--- config.mk ---
export PLATFORM = sky130hd
export DESIGN_NAME = score_keeper
export DESIGN_NICKNAME = d
export VERILOG_FILES = /design/src/rtl/pong_pkg.sv /design/src/rtl/score_digit.sv /design/src/rtl/score_keeper.sv
export SDC_FILE = /design/constraint.sdc
export NUM_CORES = 1
export LEC_CHECK = 0
export BUFFER_PORTS_ARGS = -buffer_cell sky130_fd_sc_hd__buf_4
export CAP_MARGIN = 20
export CORE_UTILIZATION = 31
export CTS_CLUSTER_DIAMETER = 80
export CTS_CLUSTER_SIZE = 8
export DETAILED_ROUTE_END_ITERATION = 16
export PLACE_DENSITY_LB_ADDON = 0.1
export SETUP_SLACK_MARGIN = 0.05
export SYNTH_ARGS = -nofsm -noshare
export SYNTH_HDL_FRONTEND = slang
export SYNTH_SLANG_ARGS = --single-unit
--- constraint.sdc ---
create_clock -name Clock -period 2.6 [get_ports Clock]
set_input_delay 0.26 -clock Clock [delete_from_list [all_inputs] [get_ports Clock]]
set_output_delay 0.26 -clock Clock [all_outputs]
set_load 0.005 [all_outputs]
--- src/rtl/pong_pkg.sv ---
// ============================================================================
// Module : pong_pkg
// Shared types, coordinate widths and seven-segment glyph table for Pong.
// Rev    : 1.0
// ============================================================================
`default_nettype none

package pong_pkg;

   localparam int X_W = 11;
   localparam int Y_W = 10;

   typedef enum logic [1:0] {
      ST_SERVE = 2'd0,
      ST_PLAY  = 2'd1,
      ST_OVER  = 2'd2
   } state_e;

   localparam logic [1:0] WIN_NONE  = 2'b00;
   localparam logic [1:0] WIN_LEFT  = 2'b01;
   localparam logic [1:0] WIN_RIGHT = 2'b10;

   localparam int DIGIT_W = 20;
   localparam int DIGIT_H = 40;
   localparam int SEG_T   = 4;

   // Bit order {g,f,e,d,c,b,a}; entries 10..15 show hex glyphs A..F.
   localparam logic [6:0] SEG_TABLE [16] = '{
      7'h3F, 7'h06, 7'h5B, 7'h4F, 7'h66, 7'h6D, 7'h7D, 7'h07,
      7'h7F, 7'h6F, 7'h77, 7'h7C, 7'h39, 7'h5E, 7'h79, 7'h71
   };

   function automatic logic [3:0] sat_inc(input logic [3:0] v, input logic [3:0] lim);
      return (v >= lim) ? lim : v + 4'd1;
   endfunction

endpackage

`default_nettype wire

--- src/rtl/score_digit.sv ---
// ============================================================================
// Module : score_digit
// Combinational 20x40 seven-segment pixel test for one digit at a given origin.
// Rev    : 1.0
// ============================================================================
`default_nettype none

module score_digit
   import pong_pkg::*;
(
   input  logic [3:0]     value_i,
   input  logic [X_W-1:0] org_x_i,
   input  logic [Y_W-1:0] org_y_i,
   input  logic [X_W-1:0] xPosition,
   input  logic [Y_W-1:0] yPosition,
   output logic           pixel_o
);

   logic [X_W-1:0] dx;
   logic [Y_W-1:0] dy;
   logic           in_box;
   logic           col_l;
   logic           col_r;
   logic           upper;
   logic [6:0]     seg_hit;

   always_comb begin
      dx     = xPosition - org_x_i;
      dy     = yPosition - org_y_i;
      // Offsets wrap when the scan is above/left of the origin, hence the explicit >= tests.
      in_box = (xPosition >= org_x_i) && (yPosition >= org_y_i) &&
               (dx < X_W'(DIGIT_W)) && (dy < Y_W'(DIGIT_H));
      col_l  = dx <  X_W'(SEG_T);
      col_r  = dx >= X_W'(DIGIT_W - SEG_T);
      upper  = dy <  Y_W'(DIGIT_H / 2);

      seg_hit[0] = dy < Y_W'(SEG_T);
      seg_hit[1] = col_r && upper;
      seg_hit[2] = col_r && !upper;
      seg_hit[3] = dy >= Y_W'(DIGIT_H - SEG_T);
      seg_hit[4] = col_l && !upper;
      seg_hit[5] = col_l && upper;
      seg_hit[6] = (dy >= Y_W'(DIGIT_H / 2 - SEG_T / 2)) &&
                   (dy <  Y_W'(DIGIT_H / 2 + SEG_T / 2));

      pixel_o = in_box && |(seg_hit & SEG_TABLE[value_i]);
   end

endmodule

`default_nettype wire

--- src/rtl/score_keeper.sv ---
// ============================================================================
// Module : score_keeper
// Pong serve/play/over FSM with goal scoring; SCORE_DISPLAY_EN adds digit overlay.
// Rev    : 1.0
// ============================================================================
`default_nettype none

module score_keeper
   import pong_pkg::*;
#(
   parameter int WIN_SCORE    = 9,
   parameter int LEFT_GOAL    = 10,
   parameter int RIGHT_GOAL   = 790,
   parameter int SERVE_DELAY  = 60,
   parameter int DIGIT_TOP    = 40,
   parameter int DIGIT_L_LEFT = 340,
   parameter int DIGIT_R_LEFT = 440
)(
   input  logic           Clock,
   input  logic           Reset,
   input  logic           tick,
   input  logic           restart,
   input  logic [X_W-1:0] ballLeft,
   input  logic [X_W-1:0] ballRight,
   input  logic [X_W-1:0] xPosition,
   input  logic [Y_W-1:0] yPosition,
   output logic [3:0]     scoreL,
   output logic [3:0]     scoreR,
   output logic           serveHold,
   output logic [1:0]     winner,
   output logic           drawScore
);

   localparam int CNT_W = (SERVE_DELAY < 2) ? 1 : $clog2(SERVE_DELAY + 1);

   localparam logic [CNT_W-1:0] c_serve_load = CNT_W'(SERVE_DELAY);
   localparam logic [3:0]       c_win        = 4'(WIN_SCORE);
   localparam logic [X_W-1:0]   c_left_goal  = X_W'(LEFT_GOAL);
   localparam logic [X_W-1:0]   c_right_goal = X_W'(RIGHT_GOAL);
   localparam logic [X_W-1:0]   c_org_l      = X_W'(DIGIT_L_LEFT);
   localparam logic [X_W-1:0]   c_org_r      = X_W'(DIGIT_R_LEFT);
   localparam logic [Y_W-1:0]   c_org_y      = Y_W'(DIGIT_TOP);

   state_e           state_q;
   logic [CNT_W-1:0] cnt_q;
   logic [3:0]       scoreL_q;
   logic [3:0]       scoreR_q;
   logic [1:0]       winner_q;
   logic             hold_q;

   logic             miss_l;
   logic             miss_r;
   logic [3:0]       incL;
   logic [3:0]       incR;

   assign miss_l = ballLeft  <= c_left_goal;
   assign miss_r = ballRight >= c_right_goal;
   assign incL   = sat_inc(scoreL_q, c_win);
   assign incR   = sat_inc(scoreR_q, c_win);

   always_ff @(posedge Clock or negedge Reset) begin
      if (!Reset) begin
         state_q  <= ST_SERVE;
         cnt_q    <= c_serve_load;
         scoreL_q <= 4'd0;
         scoreR_q <= 4'd0;
         winner_q <= WIN_NONE;
         hold_q   <= 1'b1;
      end else if (tick) begin
         case (state_q)
            ST_SERVE: begin
               if (cnt_q == '0) begin
                  state_q <= ST_PLAY;
                  hold_q  <= 1'b0;
               end else begin
                  cnt_q <= cnt_q - CNT_W'(1);
               end
            end

            ST_PLAY: begin
               // A simultaneous miss on both sides is a void rally: re-serve, no points.
               if (miss_l && miss_r) begin
                  state_q <= ST_SERVE;
                  cnt_q   <= c_serve_load;
                  hold_q  <= 1'b1;
               end else if (miss_l) begin
                  scoreR_q <= incR;
                  hold_q   <= 1'b1;
                  if (incR == c_win) begin
                     state_q  <= ST_OVER;
                     winner_q <= WIN_RIGHT;
                  end else begin
                     state_q <= ST_SERVE;
                     cnt_q   <= c_serve_load;
                  end
               end else if (miss_r) begin
                  scoreL_q <= incL;
                  hold_q   <= 1'b1;
                  if (incL == c_win) begin
                     state_q  <= ST_OVER;
                     winner_q <= WIN_LEFT;
                  end else begin
                     state_q <= ST_SERVE;
                     cnt_q   <= c_serve_load;
                  end
               end
            end

            ST_OVER: begin
               if (restart) begin
                  state_q  <= ST_SERVE;
                  cnt_q    <= c_serve_load;
                  scoreL_q <= 4'd0;
                  scoreR_q <= 4'd0;
                  winner_q <= WIN_NONE;
                  hold_q   <= 1'b1;
               end
            end

            default: begin
               state_q <= ST_SERVE;
               cnt_q   <= c_serve_load;
               hold_q  <= 1'b1;
            end
         endcase
      end
   end

   assign scoreL    = scoreL_q;
   assign scoreR    = scoreR_q;
   assign winner    = winner_q;
   assign serveHold = hold_q;

`ifdef SCORE_DISPLAY_EN
   logic pix_l;
   logic pix_r;
   logic draw_d;
   logic draw_q;

   score_digit u_digit_l (
      .value_i   (scoreL_q),
      .org_x_i   (c_org_l),
      .org_y_i   (c_org_y),
      .xPosition (xPosition),
      .yPosition (yPosition),
      .pixel_o   (pix_l)
   );

   score_digit u_digit_r (
      .value_i   (scoreR_q),
      .org_x_i   (c_org_r),
      .org_y_i   (c_org_y),
      .xPosition (xPosition),
      .yPosition (yPosition),
      .pixel_o   (pix_r)
   );

   assign draw_d = pix_l | pix_r;

   always_ff @(posedge Clock or negedge Reset) begin
      if (!Reset) begin
         draw_q <= 1'b0;
      end else begin
         draw_q <= draw_d;
      end
   end

   assign drawScore = draw_q;
`else
   logic unused_scan;
   assign unused_scan = ^{xPosition, yPosition, c_org_l, c_org_r, c_org_y};
   assign drawScore   = 1'b0;
`endif

endmodule

`default_nettype wire

==> results.cfg, run 1 <==
[outcome]
status = completed

[timing]
fmax_ghz = 0.449
period_share_pct = 85.7
setup-violations-final = 0
hold_viol = 0
worst_clock_skew_ns = 0.00133
rsz0062_at_grt = false
finalSetupTns_ns = 0
fin_crit_ns = 2.23
max_slew_margin_pct = 65.7
worstMarginPinSlew_ns = 0.511
drv_slew = 0

[detailed_routing]
firstDrtPassIters = 4
routedWlPerCell_um = 13.5
drtIter0Drc = 52
routed_wl_um = 3200
drtAntennaViolNets = 0
drc = 0
vias_per_cell = 5.32
via_count = 1260

[grt]
grt_usage_pct = 15.6
grt_overflow_total = 0
grt_antenna_before_repair = 0
grt_pass1_wl_um = 5440
grt_max_degree = 20
grt_pass1_vias = 1170

[yosys]
yosysWarnings = 0
synthArstFlopShare_pct = 100
synthAdderAreaFrac_pct = 7.60
synth_nets = 203
synth_top_cell_area_share_pct = 26.6
synth_edf_count = 0
postSynthCellCount = 148
synth_top_family_by_area = compound AO/OA/AOI/OAI gates
ys_types = 47
yosysSeqAreaShare_pct = 36.6
synthTopCellsByArea = dfrtp_1 27%, dfstp_2 10%, ha_1 7.6%
syn_area_mm2 = 0.00132
synthSimpleGateAreaFrac_pct = 21.3
synth_seq_cells = 19
synth_compound_area_share_pct = 27.0
syn_area_per_cell_um2 = 8.90
synth-xor-area-share_pct = 0.665
synth_area_leader_cell = dfrtp_1
muxShareOfSynthArea_pct = 2.56
yosys_most_used_dff = dfrtp_1

[floorplan]
num_rows = 23
core_mm2 = 0.00403
start_util_pct = 32.7
dieHeight_um = 67.2
io-pin-count = 59
dieWidth_um = 67.2
dieArea_mm2 = 0.00451

[power]
vdd_drop_max_mv = 0.290
p_clk_share_pct = 14.3
p_leak_uw = 0.000777
p_switching_uw = 583
intPower_uw = 877
combPwrFrac_pct = 47.9
switching_share_pct = 39.9
power.density_mw_per_mm2 = 862
power_frac_seq_pct = 37.8

[placed_design]
placedCellCount = 232
place.gp.congestion = 0.829
dpl.hpwl_um = 2490
numPortBuffers = 35

[cts]
cts_hold_buf = 1
clk_pin_slew_ns = 0.07
htreeDepth = 1
post_cts_buffers = 0
clock-sinks = 19
cts_tree = done
ctsResizeCount = 0
clock_latency_ns = 0.25
numCtsBuffers = 3
cts-root-buf = clkbuf_8
cts_buffer_depth = 2

[run]
drv_cap = 0

[worst_setup_path]
cp.arrival_ns = 2.37
cp_slowest_stage_delay_ns = 0.44
critPathLaunchType = register
end_kind = register
critPathTopFamily = compound AO/OA/AOI/OAI gates
worstPathBufferInverterCount = 1
worst_path_max_delay_cell = dfrtp_1
critical_path_class = reg -> reg
cp_cell_sequence = inv_1 > ha_1 > nand2b_1 > o21ai_0 > a2111oi_2 > o21ai_1 > a21oi_2 > mux2_2
path_max_fanout = 6
required_ns = 2.74

[finish]
layout_commonest_cell = buf_4
drive_gt1_share_pct = 32.1
final_cells = 237
finalNetCount = 243
nFillCells = 429
mostFrequentLayoutCells = 36 x buf_4, 16 x a21oi_1, 14 x dfrtp_1, 13 x nor2_1
insertedDiodeCount = 0
area_delta_synth_final_pct = 28.5

[min_path]
hold_path_class = in -> reg
-- cell usage after synthesis (2+ instances only) --
master and count:
and3_1 2, a31oi_1 5, dfrtp_1 14, o21ai_1 3, ha_1 8, nand2_1 11
inv_1 11, nand3_1 5, nand2b_1 4, a21oi_1 16, and2b_1 2, o21a_1 2
mux2_2 3, nor3_1 5, nor2_1 13, a41oi_1 2, o21ai_0 7, dfstp_2 5
o21ai_2 2
-- metrics by stage --
stage | setup WS, ns | hold slack (ns) | total power (uW) | utilization [%] | cell area (um2)
6_report | 0.371 | 0.215 | 1460 | 42.0 | 1690
4_1_cts | 0.362 | 0.208 | 1470 | 42.0 | 1690
2_1_floorplan | 0.577 | -0.0356 | 998 | - | 1320
3_5_place_dp | 0.383 | 0.161 | 1250 | 40.7 | 1640
5_1_grt | 0.176 | 0.225 | 1600 | 42.0 | 1690
3_3_place_gp | 0.407 | 0.157 | 1230 | 40.7 | 1640
-- power groups by stage --
stage / registers [uW] / clock network [uW] / logic (uW)
6_report: 552 / 209 / 699
5_1_grt: 575 / 230 / 794
4_1_cts: 551 / 218 / 703
3_5_place_dp: 556 / 0 / 696
3_3_place_gp: 551 / 0 / 677
2_1_floorplan: 535 / 0 / 463
-- cell type report --
cell class              count  area (um2)  area share [%]
multi-input cells         116         782            46.2
flip-flops and latches     19         482            28.5
repair buffers             37         280            16.6
well taps                  50        62.6            3.70
clock buffers               4        45.0            2.66
inverters                  11        41.3            2.44
-- sequential cells by signal (all words and copies together), names as in the netlist --
register and cells:
winner 2, state_q 2, scoreL 4, cnt_q 6, serveHold 1, scoreR 4
-- cells by family after synthesis --
group | count (synthesis)
muxes | 3
buffers and inverters | 13
AOI/OAI and AO/OA | 51
DFF | 19
xor gates and xnor gates | 1
and+or+nand+nor | 52
adders and majority gates | 8
other | 1
-- worst paths after layout --
check	from	to	depth (start not counted)	slack (ns)
max	scoreL[0]$_DFFE_PN0P_	winner[0]$_DFFE_PN0P_	8	0.37
min	restart	scoreL[3]$_DFFE_PN0P_	2	0.21
max reg2reg	scoreL[0]$_DFFE_PN0P_	winner[0]$_DFFE_PN0P_	8	0.37
min reg2reg	winner[0]$_DFFE_PN0P_	winner[0]$_DFFE_PN0P_	1	0.51
max in group asynchronous	Reset	cnt_q[4]$_DFFE_PN1P_	2	1.92
min in group asynchronous	Reset	scoreR[1]$_DFFE_PN0P_	2	0.42
-- routing by layer --
metal,vias to the layer above,routed length (um),global-route usage [%]
met5,-,0,0
met4,0,24,4.79
met3,4,152,2.36
met2,35,1500,24.9
met1,607,1530,21.7
li1,614,-,-
Note: power is estimated with default switching activity, not from simulation.
==> run 2: changes to the inputs <==
Settings changed: BUFFER_PORTS_ARGS -buffer_cell sky130_fd_sc_hd__buf_4 to -buffer_cell sky130_fd_sc_hd__buf_2.
==> results.cfg, run 2 (same netlist as run 1, synthesis figures left out) <==
[timing]
drv_slew = 0
setup_ws_ns = 0.378
worst_clock_skew_ns = 0.00345
rsz0062_at_grt = false
period_share_pct = 85.5
hold_viol = 0
fmax_ghz = 0.450
finalSetupTns_ns = 0
fin_crit_ns = 2.22
setup-violations-final = 0

[worst_setup_path]
critPathLaunchType = register
critical_path_class = reg -> reg
required_ns = 2.75
cp_slowest_stage_delay_ns = 0.47
path_max_fanout = 6
cp.arrival_ns = 2.37
crit_top_cell = inv_1
cp_cell_sequence = inv_1 > ha_1 > inv_1 > nand2_1 > a2111oi_2 > o21ai_1 > a21oi_2 > mux2_2
worst_path_max_delay_cell = a2111oi_2
end_kind = register

[power]
p_leak_uw = 0.000753
vdd_drop_max_mv = 0.346
total_power_uw = 1420
power.density_mw_per_mm2 = 883

[finish]
drive_gt1_share_pct = 32.6
largest_register = cnt_q
regArea_um2 = 482
finalNetCount = 243
insertedDiodeCount = 0
mostFrequentLayoutCells = 35 x buf_2, 16 x a21oi_1, 14 x dfrtp_1, 13 x nor2_1
final_core_utilization_pct = 39.9
layout_commonest_cell = buf_2
area_delta_synth_final_pct = 21.9
largest_reg_flops = 6
multiInputGateArea_um2 = 782
nFillCells = 426
final_area_mm2 = 0.00161

[floorplan]
dieWidth_um = 67.2
core_mm2 = 0.00403
num_rows = 23
dieArea_mm2 = 0.00451
start_util_pct = 32.7
dieHeight_um = 67.2
io-pin-count = 59

[run]
drv_cap = 0

[grt]
grt_max_degree = 20
grt_pass1_wl_um = 5480
grt_overflow_total = 0
grt_pass1_vias = 1182
grt_usage_pct = 15.8
grt_antenna_before_repair = 0

[placed_design]
placed_area_mm2 = 0.00155
place.gp.congestion = 0.778
numPortBuffers = 35
place_ws_ns = 0.368
dpl.hpwl_um = 2410

[cts]
clock-sinks = 19
clk_pin_slew_ns = 0.08
clock_latency_ns = 0.26
cts_buffer_depth = 2
cts_tree = done
numCtsBuffers = 3
cts-root-buf = clkbuf_8
ctsResizeCount = 0
htreeDepth = 1

[outcome]
status = completed

[detailed_routing]
via_count = 1230
firstDrtPassIters = 4
routed_wl_um = 3120
drtAntennaViolNets = 0
vias_per_cell = 5.19
drc = 0
drtIter0Drc = 42
routedWlPerCell_um = 13.1

[min_path]
hold_path_class = in -> reg
## run 2: cell types whose count changed in the layout (fill, tap and decap cells not counted), sizes merged
cell / delta
clkbuf: -1
clkinv: +1
## run 2: metal layers
layer / track usage, % / up-vias / part of all wire [%]
met2: 25.5 / 30 / 48
met3: 3.55 / 2 / 4.7
met1: 21.2 / 585 / 47
met4: 3.99 / 0 / 0.67
li1: - / 613 / -
met5: 0 / - / 0
## run 2: metrics by stage
stage | hold slack [ns] | std cells
CTS | 0.221 | 237
global placement | 0.238 | 232
finish | 0.231 | 237
floorplan | -0.0356 | 148
detailed placement | 0.251 | 232
global route | 0.243 | 237
## run 2: final cells by class
cell class | count | area share [%]
multi-input cells | 116 | 48.7
flip-flops and latches | 19 | 30.0
repair buffers | 37 | 12.0
well taps | 50 | 3.89
clock buffers | 3 | 2.57
inverters | 11 | 2.57
clock inverters | 1 | 0.312
## run 2: path summary, 6_finish.rpt
check,start,end,slack (ns),cells past startpoint
setup / recovery,scoreL[0]$_DFFE_PN0P_,winner[0]$_DFFE_PN0P_,0.38,8
hold / removal,restart,scoreL[3]$_DFFE_PN0P_,0.23,2
setup reg to reg,scoreL[0]$_DFFE_PN0P_,winner[0]$_DFFE_PN0P_,0.38,8
hold reg to reg,winner[0]$_DFFE_PN0P_,winner[0]$_DFFE_PN0P_,0.51,1
max in group asynchronous,Reset,cnt_q[4]$_DFFE_PN1P_,1.77,2
min in group asynchronous,Reset,scoreR[1]$_DFFE_PN0P_,0.48,2
## run 2: worst max-delay path, delay by kind of cell (launching register included)
family | cells | cell delay (ns)
DFF | 1 | 0.44
AOI/OAI and AO/OA | 3 | 0.80
and+or+nand+nor | 1 | 0.06
adders and majority gates | 1 | 0.30
buffers and inverters | 2 | 0.17
muxes | 1 | 0.35
## run 2: power breakdown
group	switching [uW]	total (uW)	internal, uW
Sequential	117	550	433
Combinational	362	657	295
Clock	105	211	107
## run 2: repair_timing
action | in CTS | in global routing
endpoints found under the hold margin | 14 | 0
setup buffers | 0 | 0
hold buffers | 1 | 0
==> run 3: changes to the inputs <==
Settings changed: PLACE_DENSITY set to 0.67, PLACE_DENSITY_LB_ADDON 0.1 to not set.
Clock period 2.6 ns to 2.4 ns, I/O delays scaled along.
==> results.cfg, run 3 (same netlist as run 1, synthesis figures left out) <==
[outcome]
status = completed

[detailed_routing]
via_count = 1194
drtIter0Drc = 63
firstDrtPassIters = 4
routed_wl_um = 2870
routedWlPerCell_um = 12.1
drc = 0
vias_per_cell = 5.02
drtAntennaViolNets = 0

[floorplan]
num_rows = 23
dieHeight_um = 67.2
core_mm2 = 0.00403
dieArea_mm2 = 0.00451
io-pin-count = 59
dieWidth_um = 67.2
start_util_pct = 32.7

[power]
vdd_drop_max_mv = 0.499
total_power_uw = 1510
power.density_mw_per_mm2 = 936
power_frac_seq_pct = 39.2
intPower_uw = 910
p_leak_uw = 0.000755
combPwrFrac_pct = 46.4
p_switching_uw = 601
switching_share_pct = 39.8
p_clk_share_pct = 14.5

[grt]
busiest_layer = met2
use_met2_pct = 23.1
grtUsageMet3_pct = 3.72
grt_antenna_before_repair = 0
grt_pass1_vias = 1131
grt_overflow_total = 0
grt_pass1_wl_um = 5110
grt_max_degree = 20
grt_usage_pct = 14.6
grt_use_met1_pct = 20.3

[run]
drv_cap = 0

[cts]
clock_latency_ns = 0.25
cts_tree = done
cts-root-buf = clkbuf_8
htreeDepth = 1
clock-sinks = 19
clk_pin_slew_ns = 0.07
cts_buffer_depth = 2
numCtsBuffers = 3

[timing]
rsz0062_at_grt = false
drv_slew = 0
setup-violations-final = 0
period_share_pct = 90.2
fin_crit_ns = 2.17
setup_ws_ns = 0.235
finalSetupTns_ns = 0
fmax_ghz = 0.462
worst_clock_skew_ns = 0.00226
hold_viol = 0

[finish]
finalNetCount = 244
drive_gt1_share_pct = 33.0
largest_register = cnt_q
mostFrequentLayoutCells = 35 x buf_2, 16 x a21oi_1, 13 x nor2_1, 13 x dfrtp_1
final_cells = 238
insertedDiodeCount = 0
final_core_utilization_pct = 40.1
layout_commonest_cell = buf_2
nFillCells = 408
largest_reg_flops = 6
area_delta_synth_final_pct = 22.5

[worst_setup_path]
critPathLaunchType = register
required_ns = 2.54
end_kind = register
path_max_fanout = 6
cp.arrival_ns = 2.30
critical_path_class = reg -> reg

[placed_design]
placedCellCount = 232
numPortBuffers = 35
place_ws_ns = 0.187
dpl.hpwl_um = 2250
place.gp.congestion = 0.859

[min_path]
hold_path_class = in -> reg
==> run 3: final cells by class <==
type / instances / area (um2) / share of cell area [%]
well taps: 50 / 62.6 / 3.88
clock buffers: 4 / 45.0 / 2.79
flip-flops and latches: 19 / 483 / 29.9
multi-input cells: 116 / 782 / 48.4
repair buffers: 38 / 200 / 12.4
inverters: 11 / 41.3 / 2.56
==> run 3: power by group through the flow <==
stage                     clock network, uW  logic (uW)  registers, uW
after global placement                    0         684            594
after global routing                    244         810            613
after CTS                               231         702            591
final                                   219         701            592
after floorplan                           0         502            580
after detailed placement                  0         696            596
==> run 3: repair_timing <==
item	CTS	global route
setup buffers	0	1
hold endpoints to repair	14	0
hold buffers	1	0
endpoints found under the setup margin	0	2
resized for setup	0	1
==> run 3: stage by stage <==
| stage | hold slack, ns | instance area (um2) |
|---|---|---|
| after detailed placement | 0.214 | 1550 |
| after floorplan | -0.0556 | 1320 |
| after global placement | 0.213 | 1550 |
| after CTS | 0.199 | 1610 |
| final | 0.207 | 1610 |
| after global routing | 0.204 | 1610 |
==> run 3: critical path: stages, from the launching register on <==
cell	delay [ns]
dfrtp_2	0.41
inv_1	0.08
ha_1	0.19
nand2b_1	0.08
o21ai_0	0.14
a2111oi_2	0.48
o21ai_1	0.14
a21oi_2	0.17
mux2_2	0.35
==> run 3: metal layers <==
layer | up-vias | routed length (um)
met5 | - | 0
met4 | 0 | 0
met3 | 0 | 99
met2 | 19 | 1360
met1 | 557 | 1410
li1 | 618 | -
==> run 3: final timing paths <==
kind                       depth (start not counted)                     end             startpoint  slack, ns
hold reg to reg                                    1   winner[1]$_DFFE_PN0P_  winner[1]$_DFFE_PN0P_       0.51
setup reg to reg                                   8   winner[0]$_DFFE_PN0P_  scoreL[0]$_DFFE_PN0P_       0.23
setup / recovery                                   8   winner[0]$_DFFE_PN0P_  scoreL[0]$_DFFE_PN0P_       0.23
hold / removal                                     2   scoreL[3]$_DFFE_PN0P_                restart       0.21
max in group asynchronous                          2    cnt_q[2]$_DFFE_PN1P_                  Reset       1.60
min in group asynchronous                          2  state_q[1]$_DFFE_PN0P_                  Reset       0.46
